$ cat src/rtl/phase_pattern_gen.sv
// Phase-to-pattern serializer: maps each accepted one-hot phase to one bit of a
// double-buffered pattern, counts frames and flags malformed phase inputs.
module phase_pattern_gen #(
    parameter int unsigned        N_PHASE     = 16,
    parameter int unsigned        CNT_W       = 8,
    parameter logic [N_PHASE-1:0] RST_PATTERN = '0
) (
    input  logic               clk,
    input  logic               rst,
    input  logic               phase_valid,
    input  logic [N_PHASE-1:0] phase_in,
    input  logic               pat_wr,
    input  logic [N_PHASE-1:0] pat_data,
    output logic               pat_pending,
    output logic [N_PHASE-1:0] active_pat,
    output logic               seq_out,
    output logic               seq_valid,
    output logic               frame_done,
    output logic [CNT_W-1:0]   frame_count,
    output logic               err_onehot
);

    localparam int unsigned PC_W = $clog2(N_PHASE + 1);

    logic [N_PHASE-1:0] shadow;
    logic [PC_W-1:0]    ones_c;
    logic               onehot_c;
    logic               accept_c;
    logic               malformed_c;
    logic               boundary_c;

    logic [N_PHASE-1:0] shadow_nxt;
    logic [N_PHASE-1:0] active_nxt;
    logic               pending_nxt;
    logic               seq_nxt;
    logic               seqv_nxt;
    logic               fd_nxt;
    logic [CNT_W-1:0]   cnt_nxt;
    logic               err_nxt;

    // Popcount of the phase bus; exactly one bit set qualifies an accept.
    always_comb begin
        ones_c = '0;
        for (int unsigned i = 0; i < N_PHASE; i++) begin
            ones_c = ones_c + PC_W'(phase_in[i]);
        end
    end

    assign onehot_c    = (ones_c == PC_W'(1));
    assign accept_c    = phase_valid && onehot_c;
    assign malformed_c = phase_valid && !onehot_c;
    assign boundary_c  = accept_c && phase_in[N_PHASE-1];

    // Next-state: a write colliding with a frame boundary commits straight to active.
    always_comb begin
        shadow_nxt  = shadow;
        active_nxt  = active_pat;
        pending_nxt = pat_pending;
        seq_nxt     = seq_out;
        seqv_nxt    = 1'b0;
        fd_nxt      = 1'b0;
        cnt_nxt     = frame_count;
        err_nxt     = err_onehot;

        if (malformed_c) begin
            err_nxt = 1'b1;
        end

        if (accept_c) begin
            seq_nxt  = |(active_pat & phase_in);
            seqv_nxt = 1'b1;
        end

        if (boundary_c) begin
            fd_nxt  = 1'b1;
            cnt_nxt = frame_count + CNT_W'(1);
            if (pat_wr) begin
                active_nxt  = pat_data;
                shadow_nxt  = pat_data;
                pending_nxt = 1'b0;
            end else if (pat_pending) begin
                active_nxt  = shadow;
                pending_nxt = 1'b0;
            end
        end else if (pat_wr) begin
            shadow_nxt  = pat_data;
            pending_nxt = 1'b1;
        end
    end

    always_ff @(posedge clk or posedge rst) begin
        if (rst) begin
            shadow      <= RST_PATTERN;
            active_pat  <= RST_PATTERN;
            pat_pending <= 1'b0;
            seq_out     <= 1'b0;
            seq_valid   <= 1'b0;
            frame_done  <= 1'b0;
            frame_count <= '0;
            err_onehot  <= 1'b0;
        end else begin
            shadow      <= shadow_nxt;
            active_pat  <= active_nxt;
            pat_pending <= pending_nxt;
            seq_out     <= seq_nxt;
            seq_valid   <= seqv_nxt;
            frame_done  <= fd_nxt;
            frame_count <= cnt_nxt;
            err_onehot  <= err_nxt;
        end
    end

endmodule

$ cat config.mk
export PLATFORM = sky130hd
export DESIGN_NAME = phase_pattern_gen
export DESIGN_NICKNAME = d
export VERILOG_FILES = /design/src/rtl/phase_pattern_gen.sv
export SDC_FILE = /design/constraint.sdc
export NUM_CORES = 1
export LEC_CHECK = 0
export ABC_AREA = 1
export CAP_MARGIN = 10
export CORE_MARGIN = 2
export CORE_UTILIZATION = 53
export CTS_BUF_LIST = sky130_fd_sc_hd__clkbuf_4
export DETAILED_ROUTE_END_ITERATION = 6
export PLACE_DENSITY = 0.93
export SYNTH_ARGS = -nofsm -noshare
export SYNTH_HDL_FRONTEND = slang
export SYNTH_SLANG_ARGS = --single-unit
$ cat constraint.sdc
create_clock -name clk -period 3.76 [get_ports clk]
set_input_delay 0.752 -clock clk [delete_from_list [all_inputs] [get_ports clk]]
set_output_delay 0.752 -clock clk [all_outputs]
set_load 0.1 [all_outputs]
Word level (Yosys, flattened, before mapping)
Cells that the tools add are included.
{ "totals": {"regBits": 45, "out_inout_bits": 29} }
{ "classes": {"n_addsub": 16, "n_eq_ne": 1, "n_mux": 6, "n_bitwise": 1, "reduce_logical": 8} }
{ "ops": {"columns": ["operator", "count"], "rows": [
  ["$add 5x1->5", 11],
  ["$mux 16", 2],
  ["$and 16x16->16", 1],
  ["$reduce_or 16->1", 1],
  ["$add 8x1->8 const B", 1],
  ["$add 4x1->5", 1],
  ["$eq 5x1->1 const B", 1],
  ["$add 3x1->4", 1],
  ["$mux 1", 4],
  ["$reduce_bool 2->1", 2],
  ["$add 2x1->3", 1],
  ["$logic_and 1x1->1", 3],
  ["$add 1x1->2", 1],
  ["$reduce_and 2->1", 1],
  ["$logic_not 1->1", 1]
]} }

Depth between registers and ports, before layout
{ "depth": {"word_depth": 19, "mapped_depth": 19, "ltp_nobuf": 18} }

Worst setup path after synthesis
Ideal clock, no wire load.
{ "synth_timing": {"kind": "input-to-reg", "start": "in phase_in[5]", "end": "reg frame_count[4]", "arrival_ns": 4.250, "required_ns": 3.637, "path_slack_ns": -0.612, "stages": 19, "n_path_buf": 1, "path_cell_list": "inv_1 -> fa_1 -> inv_1 -> fa_1 -> fa_1 -> inv_1 -> fa_1 -> inv_1 -> ha_1 -> fa_1 -> nor2_1 -> nand2_1 -> nor2_2 -> nand3_1 -> nor2_2 -> buf_4 -> inv_2 -> nand2_1 -> nand2_1"} }
{ "synth_via": {"elab_chain_len": 14} }
{ "synth_lines": {"columns": ["element", "line_no", "source"], "rows": [
  ["start: declaration", "11", "input logic [N_PHASE-1:0] phase_in,"],
  ["$add 5x1->5 (11 in series)", "45", "ones_c = ones_c + PC_W'(phase_in[i]);"],
  ["$eq 5x1->1", "49", "assign onehot_c = (ones_c == PC_W'(1));"],
  ["$logic_and 1x1->1", "50", "assign accept_c = phase_valid && onehot_c;"],
  ["$logic_and 1x1->1", "52", "assign boundary_c = accept_c && phase_in[N_PHASE-1];"],
  ["end signal: assignment", "108", "frame_count <= cnt_nxt;"],
  ["end: declaration", "19", "output logic [CNT_W-1:0] frame_count,"]
]} }
Every way passes these cells.
A chain may end at the register's enable or synchronous reset.

Final worst setup path
{ "layout_timing": {"start": "in phase_in[5]", "end": "reg active_pat[2]"} }
{ "layout_via": {"elab_chain_len": 15} }
{ "layout_lines": {"columns": ["element", "line_no", "source"], "rows": [
  ["$add 5x1->5 (11 in series)", "45", null],
  ["$eq 5x1->1", "49", null],
  ["$logic_and 1x1->1", "50", null],
  ["named net accept_c", "28", "logic accept_c;"],
  ["$logic_and 1x1->1", "52", null],
  ["$reduce_and 2->1 (no source line)", null, null],
  ["end signal: assignment", "103", "active_pat <= active_nxt;"],
  ["end: declaration", "15", "output logic [N_PHASE-1:0] active_pat,"]
]} }
The timed path passes the listed nets, and every way through them passes these cells.

==> flow_metrics.tcl <==
set metrics [dict create \
    synth_top_area_cell "dfrtp_1" \
    swShare 0.565 \
    antenna_found_initial 0 \
    syn-mean-instance-area_um2 8.38 \
    worstHoldPathCells 1 \
    intPower_uw 1300 \
    startpoint_type "input port" \
    rows 24 \
    crit_chain "buf_2 > inv_6 > fa_1 > inv_1 > fa_1 > fa_1 > inv_1 > fa_1 > inv_2 > ha_4 > fa_1 > nor2_1 > nand2_1 > nor2_2 > buf_4 > nand2_4 > nor2_4 > nand3_4 > nand2_2 > nand2_1" \
    ys.flop_type "dfrtp_1" \
    synthArstFlopShare 1.00 \
    fin_ws_ns -0.701 \
    cts_made_buffers 5 \
    post-synth-top-count-cell "nand2_1" \
    rr_worst_depth 6 \
    peakVddDrop_mv 0.423 \
    grt_pass1_wl_um 11800 \
    routabilityCongestion 0.932 \
    pwr-share-seq 0.252 \
    yosysWarnings 0 \
    timing.rr.start "frame_count[1]" \
    ys_seq_area_frac 0.478 \
    synth.cell_area_um2 2350 \
    placedCellCount 401 \
    antenna_cells 0 \
    grt_max_degree 25 \
    slew_viol_final 0 \
    insertion_delay_ns 0.38 \
    slowest_stage "fa_1" \
    fp.dieH_um 70.6 \
    drt_iter0_markers 220 \
    hold_end "err_onehot" \
    crit_required_ns 4.04 \
    finalCritPeriodShare 1.19 \
    die_x_um 70.6 \
    area_growth_pct 46.6 \
    dieArea_um2 4990 \
    p_clk_frac 0.103 \
    initial_core_util 0.544 \
    postCtsHoldBufs 0 \
    route.detailed.drc 0 \
    setup_viol_count_final 29 \
    vias 2351 \
    endpoint_kind "flop" \
    ys_types 20 \
    grt_usage 0.310 \
    cts-root-buf "clkbuf_4" \
    r2r_end "frame_count[7]" \
    final_cells 421 \
    worst-slew-pin-transition_ns 1.00 \
    hold_start "err_onehot" \
    cts_buffer_depth 2 \
    fmax_mhz 224 \
    hold_viol_final 0 \
    core_um2 4320 \
    yosysTopAreaCellShare 0.478 \
    synth_edf_count 0 \
    critPathKind "input port to flop" \
    ys_top_cells_by_area "dfrtp_1 (48%), nand2_1 (21%), fa_1 (8.5%), inv_1 (5.4%), nand3_1 (4.0%)" \
    clkSlewWorstSetupHoldPaths_ns 0.14 \
    arrival_ns 4.75 \
    grt_overflow 0 \
    failed_checks "setup timing" \
    via_per_inst 5.58 \
    power.density_nw_per_um2 868 \
    grt_pass1_vias 2423 \
    switchingPower_uw 1690 \
    portBuffers 64 \
    drt-pass1-iter-count 4 \
    drive_above_1_share 0.209 \
    rsz0062_at_grt "true" \
    post_drt_wl_per_cell_um 18.5 \
    cpMostUsedCell "fa_1" \
    ant_nets 0 \
    rrSetupSlack_ns 2.33 \
    min_path_type "flop to flop" \
    period_minus_slack_ns 4.46 \
    skew_ns 0.0205 \
    syn_nets 333 \
    clock_sinks 45 \
    p_leak_uw 0.00174 \
    finalNetCount 420 \
    crit_fanout 8 \
    place_area_um2 3100 \
    relSlewSlack 0.328 \
    ys_ff_latch 45 \
    ios 65 \
    combPwrFrac 0.645 \
    finalSetupTns_ns -18.07 \
    dp_slack_ns -1.37 \
    syn_inst 281 \
    dp_hpwl_um 4550 \
    cts_tree "yes" \
    cts_htree_levels 2 \
    maxCapViolations 0 \
    slowest_delay_ns 0.52 \
    routed_wl_um 7780 \
    final_cell_area_um2 3450 \
    synthTopCellsByCount "nand2_1 (130), dfrtp_1 (45), inv_1 (34), nand3_1 (19), fa_1 (10)" \
    outcome "finished, violations left" \
    hold_ws_ns 0.480 \
]
[power groups by stage]
stage / clock network (uW) / logic [uW] / registers [uW]
global placement: 0 / 1650 / 738
CTS: 301 / 1830 / 731
finish: 308 / 1930 / 755
global route: 325 / 2020 / 765
floorplan: 0 / 414 / 1560
detailed placement: 0 / 1710 / 741
[cells by family after synthesis]
logic type,Yosys count,share of synthesized area
DFF,45,0.478
AOI/OAI and AO/OA,4,0.00957
buffers and inverters,44,0.0803
xor gates and xnor gates,6,0.0223
adders and majority gates,16,0.117
and+or+nand+nor,166,0.292
[how the worst max path moves through the flow]
| stage | startpoint | end |
|---|---|---|
| floorplan | phase_in[11] | active_pat[0] |
| global placement | phase_in[5] | active_pat[12] |
| detailed placement | phase_in[5] | frame_count[3] |
| CTS | phase_in[15] | frame_count[6] |
| global route | phase_in[5] | active_pat[2] |
| finish | phase_in[5] | active_pat[2] |
[per-layer routing]
layer / share of wire / GRT usage / routed length [um] / vias to the layer above
li1: - / - / - / 1029
met3: 0.078 / 0.0641 / 610 / 37
met1: 0.37 / 0.377 / 2870 / 1142
met2: 0.51 / 0.530 / 3940 / 143
met5: 0 / 0 / 0 / -
met4: 0.046 / 0.147 / 356 / 0
[critical path: cells and delay by family]
| family | cells | cell delay (ns) |
|---|---|---|
| adders and majority gates | 6 | 2.59 |
| buffers and inverters | 6 | 0.47 |
| and+or+nand+nor | 8 | 0.92 |
[per-stage QoR]
step / util / power, uW
after floorplan: - / 1970
after global placement: 0.718 / 2390
after detailed placement: 0.718 / 2450
after CTS: 0.784 / 2860
after global routing: 0.798 / 3110
final: 0.798 / 2990
[placed cells by master, fill, tap and decap left out, types with 5 or more instances in the layout]
| cell type | n |
|---|---|
| inv_1 | 29 |
| dfrtp_1 | 45 |
| clkbuf_4 | 6 |
| nand2_4 | 5 |
| nor2_1 | 6 |
| clkdlybuf4s50_1 | 55 |
| nand4_1 | 5 |
| nand2_1 | 112 |
| nand3_1 | 12 |
| buf_6 | 5 |
| ha_1 | 5 |
| nand3_2 | 6 |
| nand2_2 | 14 |
| fa_1 | 10 |
| buf_4 | 15 |
[sequential cells by signal, indices dropped and copies added (netlist names)]
| name | count |
|---|---|
| active_pat | 16 |
| err_onehot | 1 |
| frame_count | 8 |
| frame_done | 1 |
| pat_pending | 1 |
| seq_out | 1 |
| seq_valid | 1 |
| shadow | 16 |
[area by class of cell]
type	count	area, um^2
Tap cell	52	65.1
Sequential cell	45	1130
Multi-Input combinational cell	193	1190
Clock inverter	2	33.8
Inverter	36	148
Timing Repair Buffer	87	840
Clock buffer	6	45.0
Fill cell	266	875
[repair_timing]
item / in CTS / in global routing
endpoints found under the setup margin: 29 / 29
pin swaps: 18 / 19
buffers inserted: 9 / 2
resized for setup: 44 / 42
gates cloned: 3 / 1
No activity file was read; power rests on OpenSTA's default activity.
==> RTL edit 1 (same flow settings) <==
`CNT_W`: 8 -> 12.
--- a/src/rtl/phase_pattern_gen.sv
+++ b/src/rtl/phase_pattern_gen.sv
@@ -2,7 +2,7 @@
 // double-buffered pattern, counts frames and flags malformed phase inputs.
 module phase_pattern_gen #(
     parameter int unsigned        N_PHASE     = 16,
-    parameter int unsigned        CNT_W       = 8,
+    parameter int unsigned        CNT_W       = 12,
     parameter logic [N_PHASE-1:0] RST_PATTERN = '0
 ) (
     input  logic               clk,
Ports: changed (resized frame_count); port bits go from 65 to 69. The function was not compared with the original's and may differ.
==> RTL edit 1 against the original RTL <==
  * Sequential power is 16% higher
  * Count of clock-buffer cells in the layout is 1 lower
  * Area after synthesis is 19% higher
  * Critical endpoint is now frame_count[0]
  * Worst setup slack worse by 0.073 ns
  * The flow still finishes with violations (negative setup slack)
  * Critical path depth stayed put
  * Final area is 20% higher
  * Wire length is 10% higher
  * Total power is 26% higher
  * Die area is 18% higher
  * Sequential cell count is 4 higher
  * Highest routed layer unchanged
  * Register-to-register slack worse by 0.45 ns
==> RTL edit 1: results (changes against the original RTL) <==
- Initial antenna violation count: 0 (unchanged)
- Peak VDD IR: 586 uV (+39%)
- Top cells by count, synth: 110 x nand2_1, 54 x inv_1, 49 x dfrtp_1, 22 x nand3_1, 16 x o21bai_1
- Worst-skew pair later-pin latency: 0.39 ns
- Crit Path Max Fanout: 4 (-4)
- Setup CP Type: primary input to register
- IO Port Bufs: 68 (+6.3%)
- CP peak stage delay: 0.53 ns
- Crit path max-delay family: adder cells
- P_sw: 2.17 mW (+28%)
- Largest net degree at the start of global routing: 50 (+100%)
- Failing checks: negative setup slack
- Vias in the first global route: 2528 (+4.3%)
- Worst-case clock buffer depth: 2 (unchanged)
- Leak: 2.06 nW (+19%)
- DRT iter0 DRCs: 206 (-6.4%)
- Layout Nets: 475 (+13%)
- Seq/Total Area, Yosys: 0.437 (-0.0414)
- Antenna fix cells: 0 (unchanged)
- Drt via density: 5.29 (-5.2%)
- Htree depth: 2 (unchanged)
- Worst path slowest cell: fa_1
- Global-route wire length before repair: 12.5 mm (+6.2%)
- Layout cells sized above 1: 0.215 (+0.00595)
- Post-Syn Instances: 328 (+17%)
- Max-slew headroom: 0.321 (-0.00716)
- Top flop regs: active_pat: 16 flops, shadow: 16 flops, frame_count: 12 flops
- Avg WL per Cell: 17.3 um (-6.1%)
- Number of synthesized flops with an enable pin: 0 (unchanged)
- Final Setup Violations: 33 (+14%)
- Yosys cell types: 27 (+35%)
- Fin Setup TNS: -21.95 ns (-3.87 ns)
- DR vias: 2614 (+11%)
- Root buffer cell: clkbuf_4
- Status: finished with violations
- Total GRT Usage: 0.270 (-0.0394)
- Mapped Nets: 380 (+14%)
- CTS buffer count: 5 (unchanged)
- Final Hold Viols: 0 (unchanged)
- Largest cells by area after synthesis: dfrtp_1 44%, nand2_1 15%, inv_1 7.2%, fa_1 7.1%, o21bai_1 4.3%
- Final Core Density: 0.812 (+0.0146)
- Clk_skew: 0.0132 ns (-0.00730 ns)
- Placed insts: 470 (+17%)
- Setup ws final: -0.774 ns (-0.0731 ns)
- Clk slew on worst S/H paths: 0.15 ns
- Filler Cell Count: 288 (+8.3%)
- Async set-or-reset flop fraction in the synthesized netlist: 1.00 (unchanged)
- Gpl congestion: 0.884 (-5.1%)
- WP data arrival: 4.83 ns (+0.08 ns)
- Placed Instance Area: 3660 um2 (+18%)
- Setup WS pre-CTS: -1.38 ns (-0.00696 ns)
- Post-detail-place hpwl: 5.09 mm (+12%)
-- RTL edit 1: path summary, 6_finish.rpt --
kind                                        to  depth (start not counted)         start  slack [ns]
worst max register to register  active_pat[14]                          4   pat_pending        1.88
worst max-delay path            frame_count[0]                         20  phase_in[11]       -0.77
worst min register to register         seq_out                          2       seq_out        0.49
min in group asynchronous           shadow[15]                          2           rst        0.91
worst min-delay path                   seq_out                          2       seq_out        0.49
max in group asynchronous       active_pat[11]                          2           rst        2.24
-- RTL edit 1: what timing repair did --
action	in CTS	in global routing
gates resized for setup	49	29
buffers inserted	8	4
pin swaps	17	20
setup endpoints to repair	33	33
gates cloned	5	2
-- RTL edit 1: layout make-up --
cell class              instances  share of cell area
clock buffers                   5             0.00905
clock inverters                 3              0.0112
flip-flops and latches         49               0.296
well taps                      70              0.0211
repair buffers                 98               0.262
multi-input cells             214               0.349
inverters                      55              0.0516
-- RTL edit 1: power by group through the flow --
stage	clock network [mW]	registers (mW)	logic [mW]
2_1_floorplan	0	1.92	0.637
3_3_place_gp	0	0.865	2.22
3_5_place_dp	0	0.866	2.27
4_1_cts	0.324	0.856	2.44
5_1_grt	0.354	0.894	2.68
6_report	0.328	0.876	2.56
-- RTL edit 1: tightest hold or removal path, stage by stage, from the launching register on --
cell	delay, ns
dfrtp_1	0.37
nand2_1	0.05
nand2_1	0.04
-- RTL edit 1: cells by family (layout without fill, tap and decap cells) --
family / after synthesis / in the layout / share of synthesized area
buffers and inverters: 65 / 161 / 0.103
AND/OR/NAND/NOR: 162 / 162 / 0.265
adder cells (fa/ha/maj): 16 / 16 / 0.0981
AO/OA/AOI/OAI: 28 / 28 / 0.0718
flip-flops: 49 / 49 / 0.437
XOR/XNOR: 8 / 8 / 0.0250
-- RTL edit 1: per-layer routing --
metal	wire length (um)	up-vias	global-route usage	share of wire
met4	245	0	0.0855	0.029
li1	-	1207	-	-
met1	3350	1251	0.356	0.39
met3	504	25	0.0412	0.059
met2	4470	131	0.461	0.52
met5	0	-	0	0
==> RTL edit 2 (same flow settings) <==
Made on the original files. Add an input register stage for `phase_valid`, `phase_in`, `pat_wr` and `pat_data`, without a reset; this delays them by one clock.
--- a/src/rtl/phase_pattern_gen.sv
+++ b/src/rtl/phase_pattern_gen.sv
@@ -22,6 +22,18 @@
 
     localparam int unsigned PC_W = $clog2(N_PHASE + 1);
 
+    logic phase_valid_q;
+    logic [N_PHASE-1:0] phase_q;
+    logic pat_wr_q;
+    logic [N_PHASE-1:0] pat_data_q;
+
+    always_ff @(posedge clk) begin
+        phase_valid_q <= phase_valid;
+        phase_q       <= phase_in;
+        pat_wr_q      <= pat_wr;
+        pat_data_q    <= pat_data;
+    end
+
     logic [N_PHASE-1:0] shadow;
     logic [PC_W-1:0]    ones_c;
     logic               onehot_c;
@@ -42,14 +54,14 @@
     always_comb begin
         ones_c = '0;
         for (int unsigned i = 0; i < N_PHASE; i++) begin
-            ones_c = ones_c + PC_W'(phase_in[i]);
+            ones_c = ones_c + PC_W'(phase_q[i]);
         end
     end
 
     assign onehot_c    = (ones_c == PC_W'(1));
-    assign accept_c    = phase_valid && onehot_c;
-    assign malformed_c = phase_valid && !onehot_c;
-    assign boundary_c  = accept_c && phase_in[N_PHASE-1];
+    assign accept_c    = phase_valid_q && onehot_c;
+    assign malformed_c = phase_valid_q && !onehot_c;
+    assign boundary_c  = accept_c && phase_q[N_PHASE-1];
 
     // Next-state: a write colliding with a frame boundary commits straight to active.
     always_comb begin
@@ -67,23 +79,23 @@
         end
 
         if (accept_c) begin
-            seq_nxt  = |(active_pat & phase_in);
+            seq_nxt  = |(active_pat & phase_q);
             seqv_nxt = 1'b1;
         end
 
         if (boundary_c) begin
             fd_nxt  = 1'b1;
             cnt_nxt = frame_count + CNT_W'(1);
-            if (pat_wr) begin
-                active_nxt  = pat_data;
-                shadow_nxt  = pat_data;
+            if (pat_wr_q) begin
+                active_nxt  = pat_data_q;
+                shadow_nxt  = pat_data_q;
                 pending_nxt = 1'b0;
             end else if (pat_pending) begin
                 active_nxt  = shadow;
                 pending_nxt = 1'b0;
             end
-        end else if (pat_wr) begin
-            shadow_nxt  = pat_data;
+        end else if (pat_wr_q) begin
+            shadow_nxt  = pat_data_q;
             pending_nxt = 1'b1;
         end
     end
Function: changed (Yosys sat finds a counterexample within 4 cycles, from zero or initial values and one cycle with rst high).
==> RTL edit 2 against the original RTL <==
  * Worst setup slack improved by 0.19 ns
  * Critical path type is now register to register
  * Sequential cell count rose by 34
  * The flow still finishes with violations (negative setup slack)
  * Combinational power fell by 24%
  * Clock skew fell by 0.0095 ns
  * Area after synthesis rose by 29%
  * Die area rose by 27%
  * Final area rose by 18%
  * Total power rose by 1.7%
  * Wire length fell by 1.4%
  * Count of clock-buffer cells in the layout rose by 6
  * Maximum frequency rose by 4.5%
  * Non-clock buffer count fell by 10
  * Critical path depth fell by 2
  * Clock power rose by 61%
==> RTL edit 2: results (changes against the original RTL) <==
- Final Setup Violations: 29 (unchanged)
- Seq/Total Area, Yosys: 0.594 (+0.116)
- Setup ws final: -0.507 ns (+0.194 ns)
- Layout Nets: 447 (+6.4%)
- Peak VDD IR: 657 uV (+55%)
- Failing checks: negative setup slack
- Adder-Cell Fraction of Synth Area: 0.0905 (-0.0265)
- Total GRT Usage: 0.257 (-0.0529)
- Met1 WL: 2.85 mm (-0.80%)
- Async set-or-reset flop fraction in the synthesized netlist: 0.570 (-0.430)
- Yosys cell types: 22 (+10%)
- Mapped Nets: 365 (+9.6%)
- Slew @ Worst Pin: 1.01 ns (+0.00587 ns)
- Layout cells sized above 1: 0.130 (-0.0787)
- Cell Count, Final, Fillers Out: 472 (+12%)
- Clk slew on worst S/H paths: 0.12 ns (-0.02 ns)
- Htree depth: 3 (+1)
- Largest net degree at the start of global routing: 28 (+12%)
- Top cells by count, synth: 129 x nand2_1, 45 x dfrtp_1, 34 x dfxtp_1, 33 x inv_1, 19 x nand3_1
- Leak: 1.97 nW (+14%)
- Synth Area in XOR/XNOR: 0.0173 (-0.00505)
- Clk_skew: 0.0110 ns (-0.00946 ns)
- CTS buffer count: 9 (+4)
- Largest cells by area after synthesis: dfrtp_1 37%, dfxtp_1 22%, nand2_1 16%, fa_1 6.6%, inv_1 4.1%
- DRT iter0 DRCs: 194 (-12%)
- WP data arrival: 4.58 ns (-0.17 ns)
- Status: finished with violations
- Avg Synthesized Cell Area: 9.72 um2 (+16%)
- Worst-skew pair later-pin latency: 0.42 ns (+0.04 ns)
- Global-route wire length before repair: 11.9 mm (+1.4%)
- Filler Cell Count: 359 (+35%)
- Synth Area in Compound Gates: 0.00946 (-0.000108)
- Avg WL per Cell: 16.2 um (-12%)
-- RTL edit 2: kinds of logic after synthesis --
logic type / after synthesis
compound gates: 5
xor+xnor: 6
flops: 79
fa+ha+maj: 16
buf+inv: 41
simple gates: 166
-- RTL edit 2: power by group --
part / switching [mW] / leakage, nW / internal (mW) / total, mW
clock network: 0.273 / 0.0789 / 0.224 / 0.497
logic: 1.05 / 1.04 / 0.427 / 1.47
registers: 0.109 / 0.858 / 0.966 / 1.07
-- RTL edit 2: per-layer routing --
layer	track usage	up-vias
li1	-	1118
met1	0.316	1178
met2	0.424	132
met3	0.0407	35
met4	0.159	0
met5	0	-
-- RTL edit 2: what timing repair did --
| item | 4_1_cts | 5_1_grt |
|---|---|---|
| cloned | 2 | 1 |
| hold endpoints to repair | 0 | 0 |
| resized for setup | 8 | 4 |
| buffers inserted | 3 | 2 |
| endpoints found under the setup margin | 28 | 29 |
| pin swaps | 1 | 3 |
-- RTL edit 2: per-stage QoR --
| step | utilization | TNS [ns] | setup WS (ns) | cell area, um2 | hold slack (ns) |
|---|---|---|---|---|---|
| after floorplan | - | -3.42 | -0.199 | 3070 | 0.421 |
| after global placement | 0.686 | -5.69 | -0.248 | 3800 | 0.436 |
| after detailed placement | 0.686 | -9.91 | -0.437 | 3800 | 0.440 |
| after CTS | 0.730 | -9.83 | -0.394 | 4040 | 0.455 |
| after global routing | 0.737 | -16.73 | -0.694 | 4080 | 0.478 |
| final | 0.737 | -12.21 | -0.507 | 4080 | 0.462 |
-- RTL edit 2: worst paths after layout --
| kind | slack [ns] | end | startpoint | depth (start not counted) |
|---|---|---|---|---|
| worst max-delay path | -0.51 | active_pat[14] | phase_q[11] | 18 |
| worst min register to register | 0.46 | shadow[15] | pat_data_q[15] | 2 |
| worst max register to register | -0.51 | active_pat[14] | phase_q[11] | 18 |
| min in group asynchronous | 0.73 | shadow[5] | rst | 2 |
| worst min-delay path | 0.46 | shadow[15] | pat_data_q[15] | 2 |
| max in group asynchronous | 2.30 | active_pat[7] | rst | 3 |
-- RTL edit 2: critical path: stages, from the launching register on --
cell     delay [ns]
dfxtp_1        0.35
fa_1           0.54
inv_1          0.05
fa_1           0.50
inv_1          0.06
fa_1           0.51
inv_2          0.05
fa_1           0.48
inv_1          0.05
ha_2           0.17
fa_1           0.44
nor2_2         0.08
nand2_1        0.07
nor2_2         0.13
nand2_2        0.09
nor2_4         0.21
nand3_4        0.17
nand2_1        0.14
nand2_1        0.07
-- RTL edit 2: area by class of cell --
cell class                 count  share of cell area
clock buffer                  12              0.0221
clock inverter                 4              0.0116
inverter                      34              0.0312
multi-input combinational    194               0.274
sequential                    79               0.443
tap                           72              0.0221
timing repair buffer          77               0.197
